==> config.mk <==
export PLATFORM = sky130hd
export DESIGN_NAME = cr_unit
export DESIGN_NICKNAME = d
export VERILOG_FILES = /design/src/rtl/cr_unit.sv
export SDC_FILE = /design/constraint.sdc
export NUM_CORES = 1
export LEC_CHECK = 0
export ABC_CLOCK_PERIOD_IN_PS = 3900
export CELL_PAD_IN_SITES_DETAIL_PLACEMENT = 1
export CELL_PAD_IN_SITES_GLOBAL_PLACEMENT = 1
export CORE_MARGIN = 2
export CORE_UTILIZATION = 39
export CTS_BUF_LIST = sky130_fd_sc_hd__clkbuf_4 sky130_fd_sc_hd__clkbuf_8
export DETAILED_ROUTE_END_ITERATION = 6
export PLACE_DENSITY = 0.82
export SLEW_MARGIN = 20
export SYNTH_ARGS = -nofsm -noshare
export SYNTH_HDL_FRONTEND = slang
export SYNTH_SLANG_ARGS = --single-unit
==> constraint.sdc <==
create_clock -name clk -period 3.9 [get_ports clk]
set_clock_uncertainty 0.2 [all_clocks]
set_input_delay 0.585 -clock clk [delete_from_list [all_inputs] [get_ports clk]]
set_output_delay 0.585 -clock clk [all_outputs]
set_load 0.01 [all_outputs]
==> src/rtl/cr_unit.sv <==
// Condition-register unit: executes CR logical ops, mcrf and record writes through a
// 1-cycle valid/ready result pipe, with a field-masked mtcrf port that always wins.
module cr_unit (
  input  logic        clk,
  input  logic        reset,
  input  logic        op_valid,
  output logic        op_ready,
  input  logic [3:0]  op,
  input  logic [4:0]  ba,
  input  logic [4:0]  bb,
  input  logic [4:0]  bt,
  input  logic [2:0]  bfa,
  input  logic [2:0]  bf,
  input  logic [3:0]  rec_field,
  input  logic        mtcrf_we,
  input  logic [7:0]  mtcrf_mask,
  input  logic [31:0] mtcrf_data,
  output logic        res_valid,
  input  logic        res_ready,
  output logic [31:0] res_cr,
  output logic [31:0] cr
);

  typedef enum logic [3:0] {
    OP_CRAND  = 4'd0,
    OP_CRANDC = 4'd1,
    OP_CROR   = 4'd2,
    OP_CRORC  = 4'd3,
    OP_CRXOR  = 4'd4,
    OP_CRNAND = 4'd5,
    OP_CRNOR  = 4'd6,
    OP_CREQV  = 4'd7,
    OP_MCRF   = 4'd8,
    OP_RECORD = 4'd9
  } op_e;

  logic [31:0] cr_q;
  logic [31:0] res_q;
  logic        res_valid_q;

  logic        accept;
  logic [4:0]  pos_a, pos_b, pos_t, pos_fa, pos_f;
  logic        bit_a, bit_b, bit_t;
  logic [31:0] op_cr;
  logic [31:0] mask_bits;
  logic [31:0] next_cr;

  assign op_ready = !res_valid_q || res_ready;
  assign accept   = op_valid && op_ready;

  // Power numbering: bit 0 is the MSB, field 0 is the top nibble.
  assign pos_a  = 5'd31 - ba;
  assign pos_b  = 5'd31 - bb;
  assign pos_t  = 5'd31 - bt;
  assign pos_fa = 5'd31 - {bfa, 2'b00};
  assign pos_f  = 5'd31 - {bf, 2'b00};

  assign bit_a = cr_q[pos_a];
  assign bit_b = cr_q[pos_b];

  // NOTE: every always_comb output gets a default first so no path can infer a latch.
  always_comb begin
    bit_t = 1'b0;
    case (op_e'(op))
      OP_CRAND:  bit_t = bit_a & bit_b;
      OP_CRANDC: bit_t = bit_a & ~bit_b;
      OP_CROR:   bit_t = bit_a | bit_b;
      OP_CRORC:  bit_t = bit_a | ~bit_b;
      OP_CRXOR:  bit_t = bit_a ^ bit_b;
      OP_CRNAND: bit_t = ~(bit_a & bit_b);
      OP_CRNOR:  bit_t = ~(bit_a | bit_b);
      OP_CREQV:  bit_t = ~(bit_a ^ bit_b);
      default:   bit_t = 1'b0;
    endcase
  end

  // Operation result alone; reserved codes fall through and leave the CR untouched.
  always_comb begin
    op_cr = cr_q;
    if (!op[3])
      op_cr[pos_t] = bit_t;
    else if (op == OP_MCRF)
      op_cr[pos_f -: 4] = cr_q[pos_fa -: 4];
    else if (op == OP_RECORD)
      op_cr[pos_f -: 4] = rec_field;
  end

  always_comb begin
    mask_bits = '0;
    for (int f = 0; f < 8; f++)
      mask_bits[31-4*f -: 4] = {4{mtcrf_mask[7-f]}};
  end

  // mtcrf is merged last so it overrides the operation on overlapping fields.
  always_comb begin
    next_cr = accept ? op_cr : cr_q;
    if (mtcrf_we)
      next_cr = (next_cr & ~mask_bits) | (mtcrf_data & mask_bits);
  end

  // NOTE: sequential state uses non-blocking assignments so all registers update from pre-edge values.
  always_ff @(posedge clk or posedge reset) begin
    if (reset) begin
      cr_q        <= '0;
      res_q       <= '0;
      res_valid_q <= 1'b0;
    end else begin
      cr_q <= next_cr;
      if (accept) begin
        res_valid_q <= 1'b1;
        res_q       <= op_cr;
      end else if (res_ready) begin
        res_valid_q <= 1'b0;
      end
    end
  end

  assign cr        = cr_q;
  assign res_cr    = res_q;
  assign res_valid = res_valid_q;

endmodule

[Word level (Yosys, flattened, before mapping)]
Index checks and enable logic that the tools add are counted.
Word-level totals
  bits in registers: 65
  output and inout port bits: 66
Operators by class
  $add $sub $neg: 6
  order comparisons: 4
  equal/unequal tests: 9
  shifts and indexed selects: 4
  muxes and demuxes: 17
  bitwise logic cells: 13
  reductions and logical operators: 6
Operator list (number)
  32-bit two-way mux: 5
  32-bit bitwise mux: 3
  4-bit by 7-bit indexed part select with 35-bit output: 2
  32-bit bitwise AND: 2
  4-bit by 7-bit variable shift with 35-bit output, first input constant: 1
  35-bit by 6-bit indexed part select with 4-bit output: 1
  32-bit NOT: 1
  32-bit OR: 1
  5-bit subtractor, first input constant: 5
  5-bit by 6-bit < comparator with 1-bit output, second input constant: 3
  4-bit by 3-bit equality test with 1-bit output, second input constant: 4
  1-bit binary-select mux with 5-bit select: 2
  4-bit by 2-bit equality test with 1-bit output, second input constant: 2
  4-bit equality test, second input constant: 2
  1-bit one-hot mux with 8 select lines: 1
  5-bit negator with 7-bit output: 1
  1-bit demux with 5-bit select: 1
  5-bit by 1-bit greater-or-equal comparator with 1-bit output, second input constant: 1
  1-bit two-way mux: 5
  4-bit by 1-bit equality test with 1-bit output, second input constant: 1
  4-bit zero test: 1
  1-bit NOT: 4
  1-bit bitwise AND: 2
  1-bit logical AND: 2
  other kinds (5): 6

[Longest topological paths before layout]
  depth in word-level cells: 12
  depth in mapped cells: 12
  depth with buffers taken out: 10

[Least setup slack after synthesis]
OpenSTA, ideal clock, no wires.
  path type: input to register
  start point: in ba[0]
  end point: reg cr_q[0], in the netlist cr[0]
  library setup time: 0.131 ns
  arrival: 3.255 ns
  data required time: 3.569 ns
  path slack: 0.314 ns
  cell stages on the path: 12
  path buffers: 2
  cells stage by stage: buf_4 mux4_2 mux4_2 mux2i_1 inv_2 ha_1 nor2b_1 o32ai_2 clkbuf_1 nor3_1 o21ai_0 o21ai_0
Between the ends
  word-level cells in the longest chain between the ends: 12
  elaborated cells on any way between the ends: 18
RTL lines
  start, declared: line 9  | input logic [4:0] ba,
  5-bit subtractor (*): line 52  | assign pos_a = 5'd31 - ba;
  1-bit binary-select mux with 5-bit select (*): line 58  | assign bit_a = cr_q[pos_a];
  1-bit two-way mux (implied by the code) (*): line 58
  1-bit bitwise XOR (tied with other cells): line 69, 72
  1-bit NOT, on equally long branches: line 72, 70, 71
  1-bit one-hot mux with 8 select lines (*): line 64  | case (op_e'(op))
  32-bit bitwise mux (*): line 81  | op_cr[pos_t] = bit_t;
  32-bit two-way mux (*): line 80  | if (!op[3])
  32-bit two-way mux (*): line 96  | next_cr = accept ? op_cr : cr_q;
  32-bit bitwise AND: line 98  | next_cr = (next_cr & ~mask_bits) | (mtcrf_data & mask_bits);
  32-bit OR: line 98
  32-bit two-way mux (*): line 97  | if (mtcrf_we)
  via next_cr[0]: line 46  | logic [31:0] next_cr;
  end signal, assigned: line 108  | cr_q <= next_cr;
  end, declared: line 37  | logic [31:0] cr_q;
Mark *: on every way through the listed nets, which the timed path passes. The rest lies on a longest branch. The select of a mux whose other input is x is not followed.
A chain may end at the register's enable or synchronous reset.

[Worst setup path after layout]
  start point: in ba[0]
  end point: reg cr_q[27], in the netlist cr[27]
Same word-level chain as after synthesis.

==> results.md <==
Outcome:
- The flow ran to the end, and the final reports show no timing, DRC or antenna violations.

Synthesis:
- A synthesized cell averages 8.44 µm².
- The commonest cells after synthesis are sky130_fd_sc_hd__o21ai_0 (117), sky130_fd_sc_hd__nand2_1 (89), sky130_fd_sc_hd__dfrtp_1 (65).
- The library cell with the largest summed area after synthesis is sky130_fd_sc_hd__dfrtp_1.
- The mapped cell area is 5930 µm².
- Counting flops with a built-in enable in the synthesized netlist gives 0.
- After technology mapping, the gate count stands at 703.
- During synthesis, Yosys emitted a total of 0 warnings.
- The most repeated cell in the gate-level netlist after synthesis is sky130_fd_sc_hd__o21ai_0.
- The most used flip-flop cell after synthesis is sky130_fd_sc_hd__dfrtp_1.
- The sequential cell area fraction in the yosys report is 27.4%.
- The proportion of synthesized flip-flops having asynchronous set or reset is 100%.
- The register bit count reported by yosys is 65.
- The area share of the largest cell type after synthesis is 27.4%.
- The number of nets in the synthesized netlist is 781.
- By area the synthesized netlist is led by sky130_fd_sc_hd__dfrtp_1 (27%), sky130_fd_sc_hd__o21ai_0 (9.9%), sky130_fd_sc_hd__mux4_2 (8.4%).
- The number of distinct library cell variants in the gate-level netlist after synthesis is 56.

STA:
- The minimum clock period after layout is around 3.9 ns.
- The number of failing hold endpoints at the final stage came to 0.
- Setup violations remaining at the end of the flow were counted as 0.
- The slew at the pin closest to its max-slew limit is 1.01 ns.
- The final period utilization is 99.8%.
- Based on the critical path, the design can be clocked at up to ~0.26 GHz.
- Hold is met by 0.284 ns.
- The headroom to the max-slew limit is approximately a third.
- Setup repair after global routing could not meet its margin everywhere.
- The number of pins exceeding their max-slew limit in the final report is 0.

Place:
- In this run the tool buffered the top-level ports with 139 buffer cells.
- The wire-length estimate of the detail-placed layout is 17.8 mm.
- The number of cells in the design after placement is between 1000 and 1500.
- The routability congestion estimate from global placement is 0.949.

Global routing:
- The overall routing resource usage is a little over 30%.
- The initial antenna violation count is 0.
- The met2 usage is 50.2%.
- The global routing stage identified its most utilized layer as met2.
- The pin count of the biggest net entering global routing is 66.
- The aggregate global routing overflow is 0.
- The global-route track usage on met3 is 5.61%.
- The via count of the first global-routing pass is 6861.
- The global-route met1 utilization is about 40%.
- The first global-routing pass estimated 38.6 mm of wire.

Final layout:
- The number of inserted diodes is 0.
- Of the cells placed in the final design, the portion with a size suffix greater than 1 is 15.3%.
- Relative to the synthesized area, the layout overhead comes to 32.9%.
- The number of nets in the finished design is ~900.
- For this run, the share of the core covered by cells in the final layout is 52.5%.
- The number of standard cells in the final layout excluding fillers is 1026.

Drt:
- For this run, the detailed router's first-pass iteration total came to 4.
- The routed design has 25.3 mm of wire.
- The per-cell via count in the routed design is 6.34.
- The remaining routing DRC violations is 0.
- The routed via count is 6504.
- In this run, the number of DRC markers left after iteration 0 of detailed routing was approximately 480.
- The count of nets left with antenna violations once routing finished came out at 0.
- The average wire per cell in the routed design is 24.6 µm.

Die:
- The die is 127 µm wide.
- For this configuration, the core starts out at a cell density of 39.5%.
- The core region is roughly 15000 µm².
- The die covers about 16000 µm².
- The number of ports placed on the die boundary is between 100 and 150.
- The initialized floorplan defines 45 standard-cell rows.
- The overall die height is about 130 µm.

Critical path:
- For the worst setup path, the data required time is 4.01 ns.
- The largest single stage delay on the critical path is 0.52 ns.
- The arrival time of data at the critical path endpoint is 4.00 ns.
- The signal on the critical path passes through clkdlybuf4s50_1 > buf_12 > mux4_2 > mux4_2 > mux2i_4 > ha_1 > mux2i_1 > o32ai_2 > buf_12 > or3_1 > a2bb2oi_2 > o22a_1.
- STA classifies the critical path startpoint as a primary input.
- For this design, the slowest cell found on the critical path is sky130_fd_sc_hd__clkdlybuf4s50_1.
- The worst setup path is of the in -> reg kind.
- The kind of capture point of the worst setup path is a flop.
- Along the worst path, the maximum fanout reaches 19.

Clocking:
- The TritonCTS clock tree is done.
- The number of H-tree levels is 3.
- Post-CTS timing repair inserted 0 buffers for setup.
- The clock buffer count from CTS is 9.
- The total clock sinks is 65.
- The clock-pin slew on the worst setup and hold paths is 0.07 ns.
- At the later pin of the worst-skew pair, clock insertion delay measures 0.37 ns.
- The cell sitting at the root of the clock tree is a sky130_fd_sc_hd__clkbuf_8.
- In this run the deepest clock path goes through 2 buffers.

Run:
- The count of max-cap constraint violations is 0.

Power and ir drop:
- Summed over all cells, the static leakage comes to approximately 3.3 nW.
- The worst voltage drop across the vdd grid is 0.000204 V.
- Overall power consumption after layout is estimated at 2.90 mW.
- The total power per unit cell area is 368 nW/µm².

Min path:
- In this run the worst hold path is classified as reg -> reg.
-- cell families after synthesis --
kind of cell	synth area share [%]
AO/OA/AOI/OAI	30.1
multiplexers	15.8
buffers and inverters	5.78
flip-flops	27.4
AND/OR/NAND/NOR	19.9
adder cells (fa/ha/maj)	0.844
XOR/XNOR	0.148
-- registers in the layout, indices dropped and copies added (netlist names) --
signal / flops
cr: 32
res_cr: 32
res_valid: 1
-- path summary, 6_finish.rpt --
| check | start | end | slack [ns] | cells past startpoint |
|---|---|---|---|---|
| hold reg to reg | res_cr[28]$_DFFE_PP0P_ | res_cr[28]$_DFFE_PP0P_ | 0.28 | 2 |
| min in group asynchronous | reset | res_cr[22]$_DFFE_PP0P_ | 0.60 | 3 |
| hold / removal | res_cr[28]$_DFFE_PP0P_ | res_cr[28]$_DFFE_PP0P_ | 0.28 | 2 |
| setup reg to reg | cr[22]$_DFF_PP0_ | cr[27]$_DFF_PP0_ | 0.32 | 11 |
| max in group asynchronous | reset | res_cr[3]$_DFFE_PP0P_ | 2.30 | 3 |
| setup / recovery | ba[0] | cr[27]$_DFF_PP0_ | 0.006 | 12 |
-- metrics by stage --
step                area [µm²]  worst slack, ns  setup TNS (ns)
floorplan                 5930            0.314               0
global placement          7600           -0.334          -15.11
detailed placement        7600           -0.429          -19.09
CTS                       7810          0.00377               0
global route              7890          -0.0663          -0.369
finish                    7890          0.00609               0
-- worst max-delay path, delay by kind of cell --
kind,cells,cell delay [ns]
muxes,4,1.41
buffers and inverters,3,0.85
adders and majority gates,1,0.28
and+or+nand+nor,1,0.40
AOI/OAI and AO/OA,3,0.49
-- repair_timing --
item	4_1_cts	5_1_grt
resized for setup	1	16
pin swaps	0	2
setup endpoints to repair	14	49
hold buffers	0	0
-- metal layers --
metal	part of all wire [%]	vias to the layer above
met4	3.4	0
li1	-	2912
met1	42	3269
met2	48	270
met5	0	-
met3	6.8	53
-- placed cells by master (no fill, tap or decap), types with 14 or more instances in the layout --
cell type	Yosys	layout
sky130_fd_sc_hd__nand2_1	89	88
sky130_fd_sc_hd__dfrtp_1	65	65
sky130_fd_sc_hd__mux4_2	22	22
sky130_fd_sc_hd__clkdlybuf4s50_1	0	137
sky130_fd_sc_hd__and3_1	31	31
sky130_fd_sc_hd__a21o_1	37	37
sky130_fd_sc_hd__nor3_1	35	29
sky130_fd_sc_hd__o21a_1	15	15
sky130_fd_sc_hd__o21ai_0	117	116
sky130_fd_sc_hd__o221a_2	14	14
sky130_fd_sc_hd__a21oi_1	39	39
sky130_fd_sc_hd__mux2i_1	35	34
sky130_fd_sc_hd__o21ai_1	23	24
sky130_fd_sc_hd__buf_4	2	28
-- final cells by class --
| type | instances | area, µm² |
|---|---|---|
| fillers | 1758 | 7150 |
| clock inverters | 4 | 51.3 |
| flip-flops and latches | 65 | 1630 |
| clock buffers | 12 | 159 |
| inverters | 3 | 11.3 |
| well taps | 188 | 235 |
| multi-input cells | 579 | 4040 |
| repair buffers | 175 | 1760 |
-- report_power, final --
group	leakage [nW]	internal [mW]	switching (mW)
Clock	0.106	0.338	0.310
Sequential	0.799	0.792	0.179
Combinational	2.42	0.649	0.635
(Power assumes the default switching activity.)
